--- src/rtl/pasta_pkg.sv ---
// Shared types and constants for the Pasta vector streamer.
package pasta_pkg;

  localparam int unsigned BITLEN  = 17;
  localparam int unsigned Q       = 65537;
  localparam int unsigned PASTA_S = 32;
  localparam int unsigned IDX_W   = 5;

  typedef logic [BITLEN-1:0]         coef_t;
  typedef logic [BITLEN*PASTA_S-1:0] pvec_t;
  typedef logic [IDX_W-1:0]          idx_t;

  typedef enum logic {StIdle, StStream} rd_state_e;

  // Element k sits in the k-th slice from the top; element 0 is the MSB slice.
  function automatic coef_t elem_sel(input pvec_t v, input idx_t k);
    int unsigned lsb;
    lsb = BITLEN * (PASTA_S - 1 - 32'(k));
    return v[lsb +: BITLEN];
  endfunction

endpackage

--- src/rtl/pasta_vec_streamer_if.sv ---
// Load and coefficient-stream signals of the vector streamer.
interface pasta_vec_streamer_if;
  import pasta_pkg::*;

  pvec_t       vec_in;
  logic        vec_load;
  logic        vec_ready;
  coef_t       coef;
  logic        coef_valid;
  logic        coef_ready;
  idx_t        coef_idx;
  logic        coef_last;
  logic [15:0] vec_count;
  logic        err_range;
  logic        err_ovf;

  modport master (
    output vec_in, vec_load, coef_ready,
    input  vec_ready, coef, coef_valid, coef_idx, coef_last, vec_count, err_range, err_ovf
  );

  modport slave (
    input  vec_in, vec_load, coef_ready,
    output vec_ready, coef, coef_valid, coef_idx, coef_last, vec_count, err_range, err_ovf
  );

endinterface

--- src/rtl/pasta_vec_slot.sv ---
// One ping-pong buffer slot: packed vector register, full bit, element select.
module pasta_vec_slot
  import pasta_pkg::*;
(
  input  logic  clk,
  input  logic  rst,
  input  logic  i_load,
  input  logic  i_clear,
  input  pvec_t i_data,
  input  idx_t  i_idx,
  output logic  o_full,
  output coef_t o_elem
);

  pvec_t r_data;
  logic  r_full;

  // Capture the vector on load; drop the full bit once it has drained.
  always_ff @(posedge clk) begin
    if (rst) begin
      r_data <= '0;
      r_full <= 1'b0;
    end else if (i_load) begin
      r_data <= i_data;
      r_full <= 1'b1;
    end else if (i_clear) begin
      r_full <= 1'b0;
    end
  end

  assign o_full = r_full;
  assign o_elem = elem_sel(r_data, i_idx);

endmodule

--- src/rtl/pasta_vec_streamer.sv ---
// Two-slot ping-pong buffer streaming packed coefficients one per cycle.
module pasta_vec_streamer
  import pasta_pkg::*;
(
  input  logic                 clk,
  input  logic                 rst,
  pasta_vec_streamer_if.slave  bus
);

  rd_state_e   r_state, w_state_d;
  idx_t        r_idx, w_idx_d;
  logic        r_wp, r_rp;
  logic [15:0] r_vec_count;
  logic        r_err_range, r_err_ovf;

  logic [1:0]  w_full, w_slot_load, w_slot_clear;
  coef_t       w_elem [2];
  logic        w_vec_ready, w_load, w_valid, w_xfer, w_final;
  coef_t       w_coef;

  // Registered full bits only, so no path from coef_ready/vec_load.
  assign w_vec_ready = ~(w_full[0] & w_full[1]);
  assign w_load      = bus.vec_load & w_vec_ready;
  assign w_valid     = (r_state == StStream);
  assign w_xfer      = w_valid & bus.coef_ready;
  assign w_final     = w_xfer & (r_idx == idx_t'(PASTA_S - 1));
  assign w_coef      = w_valid ? w_elem[r_rp] : '0;

  for (genvar g = 0; g < 2; g++) begin : g_slot
    assign w_slot_load[g]  = w_load & (r_wp == 1'(g));
    assign w_slot_clear[g] = w_final & (r_rp == 1'(g));

    pasta_vec_slot u_slot (
      .clk     (clk),
      .rst     (rst),
      .i_load  (w_slot_load[g]),
      .i_clear (w_slot_clear[g]),
      .i_data  (bus.vec_in),
      .i_idx   (r_idx),
      .o_full  (w_full[g]),
      .o_elem  (w_elem[g])
    );
  end

  // Read FSM next state and element index.
  always_comb begin
    w_state_d = r_state;
    w_idx_d   = r_idx;
    unique case (r_state)
      // Both slots are empty here, so any accepted load lands in slot rp.
      StIdle: if (w_load) w_state_d = StStream;
      StStream: begin
        if (w_final) begin
          w_idx_d = '0;
          // A load in this cycle fills the other slot, keeping the stream gap-free.
          if (!(w_full[~r_rp] | w_load)) w_state_d = StIdle;
        end else if (w_xfer) begin
          w_idx_d = r_idx + 1'b1;
        end
      end
      default: w_state_d = StIdle;
    endcase
  end

  // State, pointers, counter and sticky error flags.
  always_ff @(posedge clk) begin
    if (rst) begin
      r_state     <= StIdle;
      r_idx       <= '0;
      r_wp        <= 1'b0;
      r_rp        <= 1'b0;
      r_vec_count <= '0;
      r_err_range <= 1'b0;
      r_err_ovf   <= 1'b0;
    end else begin
      r_state <= w_state_d;
      r_idx   <= w_idx_d;
      if (w_load) r_wp <= ~r_wp;
      if (w_final) begin
        r_rp        <= ~r_rp;
        r_vec_count <= r_vec_count + 16'd1;
      end
      if (w_xfer && (w_coef >= coef_t'(Q))) r_err_range <= 1'b1;
      if (bus.vec_load && !w_vec_ready) r_err_ovf <= 1'b1;
    end
  end

  assign bus.vec_ready  = w_vec_ready;
  assign bus.coef       = w_coef;
  assign bus.coef_valid = w_valid;
  assign bus.coef_idx   = r_idx;
  assign bus.coef_last  = w_valid & (r_idx == idx_t'(PASTA_S - 1));
  assign bus.vec_count  = r_vec_count;
  assign bus.err_range  = r_err_range;
  assign bus.err_ovf    = r_err_ovf;

endmodule

--- src/flat_wrapper.sv ---
// flat-port wrapper written by rule: the top's interface ports become plain ports
module pasta_vec_streamer_flat import pasta_pkg::*;
  (clk, rst, bus_vec_in, bus_vec_load, bus_coef_ready, bus_vec_ready, bus_coef, bus_coef_valid, bus_coef_idx, bus_coef_last, bus_vec_count, bus_err_range, bus_err_ovf);
  pasta_vec_streamer_if bus_i ();
  input  logic clk;
  input  logic rst;
  input wire logic [$bits(bus_i.vec_in)-1:0] bus_vec_in;
  input wire logic [$bits(bus_i.vec_load)-1:0] bus_vec_load;
  input wire logic [$bits(bus_i.coef_ready)-1:0] bus_coef_ready;
  output wire logic [$bits(bus_i.vec_ready)-1:0] bus_vec_ready;
  output wire logic [$bits(bus_i.coef)-1:0] bus_coef;
  output wire logic [$bits(bus_i.coef_valid)-1:0] bus_coef_valid;
  output wire logic [$bits(bus_i.coef_idx)-1:0] bus_coef_idx;
  output wire logic [$bits(bus_i.coef_last)-1:0] bus_coef_last;
  output wire logic [$bits(bus_i.vec_count)-1:0] bus_vec_count;
  output wire logic [$bits(bus_i.err_range)-1:0] bus_err_range;
  output wire logic [$bits(bus_i.err_ovf)-1:0] bus_err_ovf;
  assign bus_i.vec_in = bus_vec_in;
  assign bus_i.vec_load = bus_vec_load;
  assign bus_i.coef_ready = bus_coef_ready;
  assign bus_vec_ready = bus_i.vec_ready;
  assign bus_coef = bus_i.coef;
  assign bus_coef_valid = bus_i.coef_valid;
  assign bus_coef_idx = bus_i.coef_idx;
  assign bus_coef_last = bus_i.coef_last;
  assign bus_vec_count = bus_i.vec_count;
  assign bus_err_range = bus_i.err_range;
  assign bus_err_ovf = bus_i.err_ovf;
  pasta_vec_streamer u_core (.clk(clk), .rst(rst), .bus(bus_i));
endmodule
--- config.mk ---
export PLATFORM = sky130hd
export DESIGN_NAME = pasta_vec_streamer_flat
export DESIGN_NICKNAME = d
export VERILOG_FILES = /design/src/rtl/pasta_pkg.sv /design/src/rtl/pasta_vec_streamer_if.sv /design/src/rtl/pasta_vec_slot.sv /design/src/rtl/pasta_vec_streamer.sv /design/src/flat_wrapper.sv
export SDC_FILE = /design/constraint.sdc
export NUM_CORES = 2
export LEC_CHECK = 0
export ABC_AREA = 1
export BUFFER_PORTS_ARGS = -buffer_cell sky130_fd_sc_hd__buf_2
export CAP_MARGIN = 0
export CORE_ASPECT_RATIO = 1.75
export CORE_UTILIZATION = 49
export DETAILED_ROUTE_END_ITERATION = 8
export GPL_ROUTABILITY_DRIVEN = 0
export PLACE_DENSITY = 0.7
export SLEW_MARGIN = 20
export SYNTH_ARGS = -nofsm -noshare
export SYNTH_HDL_FRONTEND = slang
export SYNTH_SLANG_ARGS = --single-unit
--- constraint.sdc ---
create_clock -name clk -period 3.6 [get_ports clk]
set_input_delay 0.36 -clock clk [delete_from_list [all_inputs] [get_ports clk]]
set_output_delay 0.36 -clock clk [all_outputs]
set_load 0.005 [all_outputs]
==> reports/results.tsv <==
metric	value	unit
syn-cell-area	74400	um^2
antenna_found_initial	55	
cts_tree	built	
end_kind	output port	
crit_fanout	9	
ys_ff_latch	1116	
setup-tns-final	-15.28	ns
drt_iter0_markers	15800	
fin_area	95200	um^2
ys_async_sr_fraction	0	%
postRouteWirelength	374000	um
worst_slew_pin_slew	1.11	ns
worstPathArrival	4.19	ns
ys.flop_type	dfxtp_1	
powerDensity	405	nW/um^2
maxCapViolCount	0	
violations	design-rule violations, negative setup slack	
timing.final.crit_share	126	%
placed_area	81200	um^2
area_delta_synth_final	28.0	%
cts_htree_levels	3	
power_leakage	41.7	nW
worstSetupStartpointType	flip-flop	
drc	6	
path_cells	buf_12 > buf_4 > buf_12 > clkbuf_16 > nand2_1 > nand3_1 > nand3_1 > nand3_1 > nand3_1 > nand2_1 > nor2_1 > nand2_1 > nand2_1 > nand2_1 > nand2_1 > inv_2 > nand2_2 > nand2_1 > nand3_1 > nand2_2 > nand2_2 > inv_1 > buf_2	
drv_slew	0	
cts.clk_slew.worst_paths	0.07	ns
final_common_cell	nand3_1	
synth_cells	12800	
cts_made_buffers	107	
critPathMaxStageDelay	0.46	ns
top_layer	met5	
clock_sinks	1116	
dpl.hpwl	235000	um
clock_latency	0.83	ns
layout_min_cycle_time	4.55	ns
status	finished with violations	
r2r_slack	-0.43	ns
hold_class	primary input to flip-flop	
die_w	297	um
synth_edf_count	0	
drt_first_pass_iters	9	
peakVddDrop	434	uV
wl_met1	124000	um
yosysUniqueCellTypes	40	
grt_util_all_layers	46.5	%
slowest_stage	dfxtp_4	
vias	102000	
rsz0062_at_grt	yes	
dr_wl_met2	162000	um
grt_pass1_vias	94400	
dieHeight	517	um
hold_slack	0.0203	ns
slew-limit-headroom	25.9	%
wire_per_inst	23.8	um
avgSynthCellArea	5.80	um^2
root_buffer	clkbuf_16	
nNetsFinal	14200	
grt_pass1_wl	550000	um
finalClockSkew	0.0325	ns
final_hold_viol_count	0	
path_class	flip-flop to output port	
ant_nets	0	
cpMostUsedCell	nand2_1	
fin_util	63.4	%
die_area	153000	um^2
fmax	220	MHz
overflow	0	
finalSetupViolCount	18	
synth_seq_area_share	30.0	%
io_buffer_count	590	
row_count	188	
synth_warnings	0	
dr_wl_met3	46200	um
synth_nets	13400	
mostFrequentLayoutCells	nand3_1, nand2_1, nor2_1, dfxtp_1, o21ai_0	
critPathRequiredTime	3.24	ns
worst_slack	-0.946	ns
layoutNonFillerInstCount	15800	
avgViaCountPerCell	6.46	
start_util	49.5	%
io-pin-count	591	
coreArea	150000	um^2
clockBufferDepth	3	
drive_above_1_share	14.0	%
dp.cells	14900	
grt_max_degree	155	
==> critical path, delay by kind of cell, from the launching register on <==
family | cells | cell delay, ns
buf+inv | 7 | 0.95
flops | 1 | 0.46
simple gates | 16 | 1.90
==> worst paths after layout <==
kind	from	cells past startpoint	endpoint
setup / recovery	u_core.r_rp$_SDFFE_PP0P_	23	bus_coef[3]
hold / removal	rst	2	u_core.bus.err_ovf$_SDFFE_PP0P_
setup reg to reg	u_core.r_rp$_SDFFE_PP0P_	22	u_core.bus.err_range$_SDFFE_PP0P_
hold reg to reg	u_core.g_slot[0].u_slot.r_data[530]$_SDFFE_PP0P_	2	u_core.g_slot[0].u_slot.r_data[530]$_SDFFE_PP0P_
==> report_power, final <==
part,switching [mW],leakage [nW],internal [mW]
logic,8.16,30.8,4.03
registers,0.570,9.14,13.2
clock network,5.78,1.82,6.84
total,14.5,41.7,24.0
==> metal layers <==
metal	global-route usage, %	vias to the layer above
met3	16.0	2543
met5	0.866	-
li1	-	45100
met2	70.8	7824
met1	50.3	46200
met4	42.9	22
==> sequential cells by signal (all words and copies together), names as in the netlist <==
name / cells
u_core.g_slot.u_slot.o_full: 2
u_core.r_wp: 1
u_core.bus.vec_count: 16
u_core.bus.coef_idx: 5
u_core.bus.coef_valid: 1
u_core.g_slot.u_slot.r_data: 1088
u_core.r_rp: 1
u_core.bus.err_range: 1
u_core.bus.err_ovf: 1
==> logic make-up (layout without fill, tap and decap cells) <==
kind of cell	after synthesis	after routing	share of synthesized area [%]
AO/OA/AOI/OAI	1519	1519	10.4
XOR/XNOR	1	1	0.0118
adder cells (fa/ha/maj)	7	7	0.118
buffers and inverters	1262	2139	7.03
flip-flops	1116	1116	30.0
multiplexers	12	12	0.161
other	0	46	0
AND/OR/NAND/NOR	8916	8916	52.3
==> cells in the mapped netlist, types with 4 or more instances <==
master    instances  area [um^2]
nand3_1        4254        21300
nand2_1        3193        12000
nor2_1         1432         5380
dfxtp_1        1116        22300
o21ai_0         780         3900
a21oi_1         643         3220
clkbuf_1        626         2350
buf_2           265         1330
buf_1           181          679
inv_1           150          563
o21ai_1          41          205
o211ai_1         23          173
nor3_1           16         80.1
buf_4            15          113
buf_6            12          135
mux2i_1          12          120
o21a_1            8         60.1
ha_1              7         87.6
nand3b_1          7         52.6
nand4_1           7         43.8
inv_2             6         22.5
a31oi_1           5         31.3
clkinv_1          5         18.8
o21bai_1          4         30.0
==> cell type report <==
cell class                 count  area [um^2]
clock inverter                63          779
fill                       13800        55100
multi-input combinational  10500        49300
sequential                  1116        22400
antenna                       46          115
inverter                     162          754
timing repair inverter         1         11.3
tap                         1995         2500
timing repair buffer        1775        16500
clock buffer                 138         3000
==> timing repair <==
action,in CTS,in global routing
buffers inserted,37,23
hold buffers,545,0
resized for setup,263,432
gates cloned,25,26
pin swaps,32,49
setup endpoints to repair,18,22
hold endpoints to repair,1089,0
==> stage by stage <==
step	power [mW]	setup slack, ns
global placement	23.9	-0.768
finish	38.5	-0.946
floorplan	19.9	0.0515
global route	39.7	-1.06
detailed placement	24.0	-0.712
CTS	37.3	-0.680
Power figures use the tool's default switching activity.
